--- src/rtl/pipe_ctrl_unit_if.sv ---
// rtl/pipe_ctrl_unit_if.sv - ID-stage inputs and ID/EX control outputs of pipe_ctrl_unit
interface pipe_ctrl_unit_if #(parameter int ALUOP_W = 4);
  logic [5:0]         opcode;
  logic [5:0]         funct;
  logic [4:0]         rs;
  logic [4:0]         rt;
  logic               id_valid;
  logic [4:0]         ex_rt;
  logic               branch_taken;
  logic               stall;
  logic               flush;
  logic               ex_reg_write;
  logic               ex_mem_to_reg;
  logic               ex_mem_read;
  logic               ex_mem_write;
  logic               ex_branch;
  logic               ex_reg_dst;
  logic               ex_alu_src;
  logic [ALUOP_W-1:0] ex_alu_op;
  logic [1:0]         ex_jump;
  logic [2:0]         ex_branch_op;
  logic               ex_valid;
  logic               md_busy;
  logic               md_done;

  modport master (
    output opcode, funct, rs, rt, id_valid, ex_rt, branch_taken,
    input  stall, flush, ex_reg_write, ex_mem_to_reg, ex_mem_read, ex_mem_write,
           ex_branch, ex_reg_dst, ex_alu_src, ex_alu_op, ex_jump, ex_branch_op,
           ex_valid, md_busy, md_done
  );

  modport slave (
    input  opcode, funct, rs, rt, id_valid, ex_rt, branch_taken,
    output stall, flush, ex_reg_write, ex_mem_to_reg, ex_mem_read, ex_mem_write,
           ex_branch, ex_reg_dst, ex_alu_src, ex_alu_op, ex_jump, ex_branch_op,
           ex_valid, md_busy, md_done
  );
endinterface

--- src/rtl/pipe_ctrl_unit.sv ---
// rtl/pipe_ctrl_unit.sv - ID decode, ID/EX control register, load-use/flush hazard unit
// Optional multiply/divide sequencer compiled in with PIPE_CTRL_MULDIV_EN.
module pipe_ctrl_unit #(
  parameter int ALUOP_W = 4,
  parameter int MD_LAT  = 32
) (
  input logic            clock,
  input logic            reset,
  pipe_ctrl_unit_if.slave bus
);

  if (ALUOP_W < 4 || MD_LAT < 2) begin : g_bad_param
    $error("pipe_ctrl_unit: ALUOP_W must be >= 4 and MD_LAT >= 2");
  end

  logic       reg_write_d, mem_to_reg_d, mem_read_d, mem_write_d;
  logic       branch_d, reg_dst_d, alu_src_d;
  logic [3:0] alu_op_d;
  logic [1:0] jump_d;
  logic [2:0] branch_op_d;
`ifdef PIPE_CTRL_MULDIV_EN
  logic       md_op_d, md_rd_d;
`endif

  always_comb begin
    reg_write_d = 1'b0; mem_to_reg_d = 1'b0; mem_read_d = 1'b0; mem_write_d = 1'b0;
    branch_d = 1'b0; reg_dst_d = 1'b0; alu_src_d = 1'b0;
    alu_op_d = 4'h0; jump_d = 2'b00; branch_op_d = 3'd0;
`ifdef PIPE_CTRL_MULDIV_EN
    md_op_d = 1'b0; md_rd_d = 1'b0;
`endif
    case (bus.opcode)
      6'h00: begin
        reg_write_d = 1'b1;
        case (bus.funct)
          6'h20: alu_op_d = 4'h1;
          6'h21: alu_op_d = 4'hA;
          6'h22: alu_op_d = 4'h2;
          6'h23: alu_op_d = 4'hB;
          6'h24: alu_op_d = 4'h3;
          6'h25: alu_op_d = 4'h4;
          6'h27: alu_op_d = 4'h5;
          6'h2A: alu_op_d = 4'h6;
          6'h00: alu_op_d = 4'h7;
          6'h02: alu_op_d = 4'h8;
          6'h03: alu_op_d = 4'h9;
          6'h08: begin reg_write_d = 1'b0; jump_d = 2'b01; end
`ifdef PIPE_CTRL_MULDIV_EN
          6'h18, 6'h19, 6'h1A, 6'h1B: begin reg_write_d = 1'b0; md_op_d = 1'b1; end
          6'h10: begin alu_op_d = 4'hC; md_rd_d = 1'b1; end
          6'h12: begin alu_op_d = 4'hD; md_rd_d = 1'b1; end
`endif
          default: reg_write_d = 1'b0;
        endcase
      end
      6'h0C, 6'h0D, 6'h0A, 6'h08, 6'h09, 6'h0F, 6'h23: begin
        reg_write_d = 1'b1; alu_src_d = 1'b1; reg_dst_d = 1'b1;
        case (bus.opcode)
          6'h0C:   alu_op_d = 4'h3;
          6'h0D:   alu_op_d = 4'h4;
          6'h0A:   alu_op_d = 4'h6;
          6'h09:   alu_op_d = 4'hA;
          6'h0F:   alu_op_d = 4'hF;
          default: alu_op_d = 4'h1;
        endcase
        mem_read_d   = (bus.opcode == 6'h23);
        mem_to_reg_d = (bus.opcode == 6'h23);
      end
      6'h2B: begin alu_op_d = 4'h1; alu_src_d = 1'b1; mem_write_d = 1'b1; end
      6'h04: begin branch_d = 1'b1; branch_op_d = 3'd1; end
      6'h05: begin branch_d = 1'b1; branch_op_d = 3'd2; end
      6'h07: begin branch_d = 1'b1; branch_op_d = 3'd3; end
      6'h01: begin branch_d = 1'b1; branch_op_d = 3'd4; end
      6'h02: jump_d = 2'b10;
      6'h03: begin jump_d = 2'b11; reg_write_d = 1'b1; end
      default: ;
    endcase
  end

  logic ex_reg_write_q, ex_mem_to_reg_q, ex_mem_read_q, ex_mem_write_q;
  logic ex_branch_q, ex_reg_dst_q, ex_alu_src_q, ex_valid_q;
  logic [ALUOP_W-1:0] ex_alu_op_q;
  logic [1:0] ex_jump_q;
  logic [2:0] ex_branch_op_q;
  logic md_busy_q, md_done_q;

  // rt is only a source for R-type, beq, bne and sw; elsewhere it is the destination.
  logic rt_src, load_use, md_stall, stall_c, flush_c, issue;
  assign rt_src   = (bus.opcode == 6'h00) | (bus.opcode == 6'h04) |
                    (bus.opcode == 6'h05) | (bus.opcode == 6'h2B);
  assign load_use = bus.id_valid & ex_mem_read_q & (bus.ex_rt != 5'd0) &
                    ((bus.ex_rt == bus.rs) | ((bus.ex_rt == bus.rt) & rt_src));
`ifdef PIPE_CTRL_MULDIV_EN
  assign md_stall = bus.id_valid & md_busy_q & (md_op_d | md_rd_d);
`else
  assign md_stall = 1'b0;
`endif
  assign flush_c  = bus.branch_taken | (ex_valid_q & (ex_jump_q != 2'b00));
  assign stall_c  = (load_use | md_stall) & ~flush_c;
  assign issue    = bus.id_valid & ~flush_c & ~load_use & ~md_stall;

  always_ff @(posedge clock or posedge reset) begin
    if (reset) begin
      ex_reg_write_q <= 1'b0; ex_mem_to_reg_q <= 1'b0; ex_mem_read_q <= 1'b0;
      ex_mem_write_q <= 1'b0; ex_branch_q <= 1'b0; ex_reg_dst_q <= 1'b0;
      ex_alu_src_q <= 1'b0; ex_alu_op_q <= '0; ex_jump_q <= 2'b00;
      ex_branch_op_q <= 3'd0; ex_valid_q <= 1'b0;
    end else if (issue) begin
      ex_reg_write_q <= reg_write_d; ex_mem_to_reg_q <= mem_to_reg_d; ex_mem_read_q <= mem_read_d;
      ex_mem_write_q <= mem_write_d; ex_branch_q <= branch_d; ex_reg_dst_q <= reg_dst_d;
      ex_alu_src_q <= alu_src_d; ex_alu_op_q <= ALUOP_W'(alu_op_d); ex_jump_q <= jump_d;
      ex_branch_op_q <= branch_op_d; ex_valid_q <= 1'b1;
    end else begin
      ex_reg_write_q <= 1'b0; ex_mem_to_reg_q <= 1'b0; ex_mem_read_q <= 1'b0;
      ex_mem_write_q <= 1'b0; ex_branch_q <= 1'b0; ex_reg_dst_q <= 1'b0;
      ex_alu_src_q <= 1'b0; ex_alu_op_q <= '0; ex_jump_q <= 2'b00;
      ex_branch_op_q <= 3'd0; ex_valid_q <= 1'b0;
    end
  end

`ifdef PIPE_CTRL_MULDIV_EN
  localparam int CW = $clog2(MD_LAT);
  typedef enum logic [1:0] {MD_IDLE, MD_BUSY, MD_DONE} md_state_e;
  md_state_e md_state_q;
  logic [CW-1:0] md_cnt_q;

  always_ff @(posedge clock or posedge reset) begin
    if (reset) begin
      md_state_q <= MD_IDLE; md_cnt_q <= '0; md_busy_q <= 1'b0; md_done_q <= 1'b0;
    end else begin
      case (md_state_q)
        MD_IDLE: if (issue & md_op_d) begin
          md_state_q <= MD_BUSY; md_cnt_q <= CW'(MD_LAT - 1); md_busy_q <= 1'b1;
        end
        MD_BUSY: if (md_cnt_q == '0) begin
          md_state_q <= MD_DONE; md_done_q <= 1'b1;
        end else begin
          md_cnt_q <= md_cnt_q - 1'b1;
        end
        MD_DONE: begin
          md_state_q <= MD_IDLE; md_busy_q <= 1'b0; md_done_q <= 1'b0;
        end
        default: begin
          md_state_q <= MD_IDLE; md_busy_q <= 1'b0; md_done_q <= 1'b0;
        end
      endcase
    end
  end
`else
  assign md_busy_q = 1'b0;
  assign md_done_q = 1'b0;
`endif

  assign bus.stall         = stall_c;
  assign bus.flush         = flush_c;
  assign bus.ex_reg_write  = ex_reg_write_q;
  assign bus.ex_mem_to_reg = ex_mem_to_reg_q;
  assign bus.ex_mem_read   = ex_mem_read_q;
  assign bus.ex_mem_write  = ex_mem_write_q;
  assign bus.ex_branch     = ex_branch_q;
  assign bus.ex_reg_dst    = ex_reg_dst_q;
  assign bus.ex_alu_src    = ex_alu_src_q;
  assign bus.ex_alu_op     = ex_alu_op_q;
  assign bus.ex_jump       = ex_jump_q;
  assign bus.ex_branch_op  = ex_branch_op_q;
  assign bus.ex_valid      = ex_valid_q;
  assign bus.md_busy       = md_busy_q;
  assign bus.md_done       = md_done_q;

endmodule

--- src/flat_wrapper.sv ---
// flat-port wrapper written by rule: the top's interface ports become plain ports
module pipe_ctrl_unit_flat 
#(
  parameter int ALUOP_W = 4,
  parameter int MD_LAT  = 32
)
  (clock, reset, bus_opcode, bus_funct, bus_rs, bus_rt, bus_id_valid, bus_ex_rt, bus_branch_taken, bus_stall, bus_flush, bus_ex_reg_write, bus_ex_mem_to_reg, bus_ex_mem_read, bus_ex_mem_write, bus_ex_branch, bus_ex_reg_dst, bus_ex_alu_src, bus_ex_alu_op, bus_ex_jump, bus_ex_branch_op, bus_ex_valid, bus_md_busy, bus_md_done);
  pipe_ctrl_unit_if #(.ALUOP_W(ALUOP_W)) bus_i ();
  input logic clock;
  input logic reset;
  input wire logic [$bits(bus_i.opcode)-1:0] bus_opcode;
  input wire logic [$bits(bus_i.funct)-1:0] bus_funct;
  input wire logic [$bits(bus_i.rs)-1:0] bus_rs;
  input wire logic [$bits(bus_i.rt)-1:0] bus_rt;
  input wire logic [$bits(bus_i.id_valid)-1:0] bus_id_valid;
  input wire logic [$bits(bus_i.ex_rt)-1:0] bus_ex_rt;
  input wire logic [$bits(bus_i.branch_taken)-1:0] bus_branch_taken;
  output wire logic [$bits(bus_i.stall)-1:0] bus_stall;
  output wire logic [$bits(bus_i.flush)-1:0] bus_flush;
  output wire logic [$bits(bus_i.ex_reg_write)-1:0] bus_ex_reg_write;
  output wire logic [$bits(bus_i.ex_mem_to_reg)-1:0] bus_ex_mem_to_reg;
  output wire logic [$bits(bus_i.ex_mem_read)-1:0] bus_ex_mem_read;
  output wire logic [$bits(bus_i.ex_mem_write)-1:0] bus_ex_mem_write;
  output wire logic [$bits(bus_i.ex_branch)-1:0] bus_ex_branch;
  output wire logic [$bits(bus_i.ex_reg_dst)-1:0] bus_ex_reg_dst;
  output wire logic [$bits(bus_i.ex_alu_src)-1:0] bus_ex_alu_src;
  output wire logic [$bits(bus_i.ex_alu_op)-1:0] bus_ex_alu_op;
  output wire logic [$bits(bus_i.ex_jump)-1:0] bus_ex_jump;
  output wire logic [$bits(bus_i.ex_branch_op)-1:0] bus_ex_branch_op;
  output wire logic [$bits(bus_i.ex_valid)-1:0] bus_ex_valid;
  output wire logic [$bits(bus_i.md_busy)-1:0] bus_md_busy;
  output wire logic [$bits(bus_i.md_done)-1:0] bus_md_done;
  assign bus_i.opcode = bus_opcode;
  assign bus_i.funct = bus_funct;
  assign bus_i.rs = bus_rs;
  assign bus_i.rt = bus_rt;
  assign bus_i.id_valid = bus_id_valid;
  assign bus_i.ex_rt = bus_ex_rt;
  assign bus_i.branch_taken = bus_branch_taken;
  assign bus_stall = bus_i.stall;
  assign bus_flush = bus_i.flush;
  assign bus_ex_reg_write = bus_i.ex_reg_write;
  assign bus_ex_mem_to_reg = bus_i.ex_mem_to_reg;
  assign bus_ex_mem_read = bus_i.ex_mem_read;
  assign bus_ex_mem_write = bus_i.ex_mem_write;
  assign bus_ex_branch = bus_i.ex_branch;
  assign bus_ex_reg_dst = bus_i.ex_reg_dst;
  assign bus_ex_alu_src = bus_i.ex_alu_src;
  assign bus_ex_alu_op = bus_i.ex_alu_op;
  assign bus_ex_jump = bus_i.ex_jump;
  assign bus_ex_branch_op = bus_i.ex_branch_op;
  assign bus_ex_valid = bus_i.ex_valid;
  assign bus_md_busy = bus_i.md_busy;
  assign bus_md_done = bus_i.md_done;
  pipe_ctrl_unit #(.ALUOP_W(ALUOP_W), .MD_LAT(MD_LAT)) u_core (.clock(clock), .reset(reset), .bus(bus_i));
endmodule
--- config.mk ---
export PLATFORM = sky130hd
export DESIGN_NAME = pipe_ctrl_unit_flat
export DESIGN_NICKNAME = d
export VERILOG_FILES = /design/src/rtl/pipe_ctrl_unit_if.sv /design/src/rtl/pipe_ctrl_unit.sv /design/src/flat_wrapper.sv
export SDC_FILE = /design/constraint.sdc
export NUM_CORES = 1
export LEC_CHECK = 0
export CAP_MARGIN = 20
export CORE_MARGIN = 8
export CORE_UTILIZATION = 43
export CTS_BUF_LIST = sky130_fd_sc_hd__clkbuf_4
export DETAILED_ROUTE_END_ITERATION = 10
export PLACE_DENSITY = 0.91
export SLEW_MARGIN = 25
export SYNTH_ARGS = -nofsm -noshare
export SYNTH_HDL_FRONTEND = slang
export SYNTH_SLANG_ARGS = --single-unit
--- constraint.sdc ---
create_clock -name clock -period 2.3 [get_ports clock]
set_clock_uncertainty 0.2 [all_clocks]
set_input_delay 0.345 -clock clock [delete_from_list [all_inputs] [get_ports clock]]
set_output_delay 0.345 -clock clock [all_outputs]
set_load 0.05 [all_outputs]
==> flow_metrics.env <==
export IMPL_synth_area_leaders="dfrtp_1 (33%), xnor2_1 (6.5%), nor4b_2 (3.7%), xor2_1 (3.6%), nor2_1 (3.4%)"
export IMPL_worstPathMaxFanout=2
export IMPL_wire_per_inst_microns=17.35
export IMPL_wl_met2_mm=2.213
export IMPL_wl_met1_mm=1.453
export IMPL_tns_ns=0
export IMPL_synth_seq_cells=16
export IMPL_cap_violations=0
export IMPL_start_util_pct=44.41
export IMPL_area_growth_syn_to_layout_pct=63.93
export IMPL_syn_mean_instance_area_sq_um=8.850
export IMPL_grt_pass1_vias=1339
export IMPL_synth_edf_count=0
export IMPL_powerDensity_nw_per_um2=337.1
export IMPL_synth_top_area_share_pct=33.26
export IMPL_hold_class="primary input to asynchronous set/reset pin"
export IMPL_wl_mm=4.130
export IMPL_cts_htree_levels=1
export IMPL_ys_types=47
export IMPL_hpwl_mm=2.890
export IMPL_final_nets=240
export IMPL_cts_path_max_buffers=2
export IMPL_grt_pass1_wl_mm=6.147
export IMPL_fin_util_pct=72.81
export IMPL_p_leak_nw=0.8804
export IMPL_synth_warnings=0
export IMPL_num_fill_cells=185
export IMPL_multi_input_area_sq_um=774.5
export IMPL_overflow=0
export IMPL_max_freq_mhz=439.1
export IMPL_cts_buffers=3
export IMPL_worst_pin_slew_ns=0.5531
export IMPL_viasPerCell=5.832
export IMPL_dr_wl_met3_microns=262
export IMPL_regArea_sq_um=400.4
export IMPL_die_area_sq_um=4748
export IMPL_syn_inst=136
export IMPL_port_buffers=49
export IMPL_grt_antenna_before_repair=0
export IMPL_rows=19
export IMPL_clk_pin_slew_ns=0.08
export IMPL_syn_area_sq_um=1204
export IMPL_end_kind="output port"
export IMPL_startpoint_type="primary input"
export IMPL_layout_min_cycle_time_ns=2.278
export IMPL_drt_iter0_drc=73
export IMPL_synth_area_leader_cell="dfrtp_1"
export IMPL_firstDrtPassIters=4
export IMPL_ios=52
export IMPL_max_slew_margin_rel_pct=63.09
export IMPL_peakVddDrop_v=0.0002958
export IMPL_antenna_left=0
export IMPL_cts_tree="yes"
export IMPL_gp_congestion=0.8020
export IMPL_clk_latency_ns=0.28
export IMPL_reg2reg_from="u_core.bus.ex_jump[1]"
export IMPL_largest_reg_flops=4
export IMPL_synth_async_reset_ratio_pct=100.0
export IMPL_layout_drive_gt1_share_pct=25.60
export IMPL_status="completed"
export IMPL_fin_crit_sh_pct=99.02
export IMPL_worstSetupPathType="primary input to output port"
export IMPL_drv_slew=0
export IMPL_finalSetupViolCount=0
export IMPL_die_x_microns=68.91
export IMPL_clock_sinks=16
export IMPL_die_h_microns=68.91
export IMPL_synth_main_ff_cell="dfrtp_1"
export IMPL_vias=1388
export IMPL_core_area_sq_um=2710
export IMPL_arrival_ns=1.73
export IMPL_root_buffer="clkbuf_4"
export IMPL_ctsHoldBuffers=0
export IMPL_grt_start_max_net_pins=17
export IMPL_grt_util_all_layers_pct=16.91
export IMPL_required_ns=1.75
export IMPL_yosysSeqAreaShare_pct=33.26
export IMPL_antenna_cells=0
export IMPL_top_layer_used="met4"
export IMPL_hold_viol=0
export IMPL_crit_start="bus_rs[3]"
export IMPL_drc=0
==> what timing repair did <==
| action | 4_1_cts | 5_1_grt |
|---|---|---|
| cloned | 0 | 0 |
| setup endpoints to repair | 1 | 2 |
| resized for setup | 25 | 10 |
| pin swaps | 16 | 8 |
| buffers inserted | 9 | 0 |
==> stage by stage <==
step	hold slack [ns]	setup WS, ns	instances	area (sq um)	total power, mW
detailed placement	0.5352	-0.2670	226	1862	0.5207
finish	0.2038	0.02243	238	1973	0.6652
CTS	0.2241	0.002878	238	1981	0.6614
global placement	0.5016	-0.1953	226	1862	0.5114
floorplan	0.05874	0.05050	137	1215	0.4093
global route	0.2592	-0.09710	238	1973	0.6967
==> layer usage <==
metal / vias to the layer above / GRT usage, %
met2: 73 / 30.96
met1: 661 / 18.07
met4: 0 / 9.774
met3: 25 / 2.262
met5: - / 0
li1: 629 / -
==> cells by family after synthesis <==
logic type	Yosys count	synth area share, %
buf+inv	18	7.483
mux	1	0.8316
other cells	1	0.3116
xor+xnor	14	10.19
compound gates	27	15.91
flops	16	33.26
simple gates	59	32.02
==> power breakdown <==
| part | total, mW | internal, mW | switching (mW) | leakage (nW) |
|---|---|---|---|---|
| clock network | 0.138 | 0.0608 | 0.0773 | 0.0138 |
| logic | 0.242 | 0.114 | 0.128 | 0.645 |
| registers | 0.285 | 0.284 | 0.000976 | 0.222 |
==> cells in the mapped netlist, types with 2 or more instances <==
cell type	number
buf_2	3
a32o_1	2
buf_4	3
or3_1	2
and2_1	4
nand2b_1	3
o21a_1	3
a221oi_1	2
o21ai_0	6
xor2_1	5
nor2b_1	5
nor4_1	4
inv_1	4
nand3b_1	3
nor4b_2	3
nand2_1	4
and3_1	4
clkbuf_1	6
dfrtp_1	16
nor3_1	6
nor2_1	11
a21oi_1	4
xnor2_1	9
==> layout by cell type (no fill, tap or decap), types with 2 or more instances in the layout <==
master / n
nand2b_1: 3
o21ai_0: 6
clkdlybuf4s50_1: 31
nor2_1: 9
buf_12: 2
dfrtp_1: 16
nor4b_2: 2
conb_1: 2
inv_1: 4
xor2_1: 5
nor4_1: 3
nor3_1: 5
xnor2_1: 9
buf_4: 32
and3_1: 4
or3_1: 2
clkbuf_4: 3
dlygate4sd2_1: 9
and2_1: 4
a21oi_1: 4
clkbuf_2: 4
clkdlybuf4s15_1: 2
a221oi_1: 2
o21a_1: 3
a32o_1: 2
nor2b_1: 5
nand3b_1: 3
nand2_1: 4
==> final cells by class <==
cell class                 count  area share [%]
sequential                    16           20.29
inverter                       4          0.7609
timing repair buffer          81           36.59
multi-input combinational    103           39.25
clock buffer                   3           1.141
tap                           31           1.966
==> critical path: stages <==
cell	delay (ns)
clkdlybuf4s50_1	0.47
xnor2_1	0.11
nand3_1	0.18
nor4_4	0.28
nor2_2	0.09
nor2_4	0.11
buf_12	0.14
==> path summary, 6_finish.rpt <==
| path | end | slack, ns | cells past startpoint |
|---|---|---|---|
| worst max-delay path | bus_stall | 0.02 | 7 |
| worst min-delay path | u_core.bus.ex_alu_op[0] | 0.20 | 2 |
| worst max register to register | u_core.bus.ex_branch_op[0] | 0.45 | 5 |
| worst min register to register | u_core.bus.ex_mem_write | 0.78 | 4 |
| max in group asynchronous | u_core.bus.ex_branch_op[1] | 1.33 | 2 |
| min in group clock | u_core.bus.ex_mem_write | 0.33 | 4 |
No activity file was read; power rests on OpenSTA's default activity.
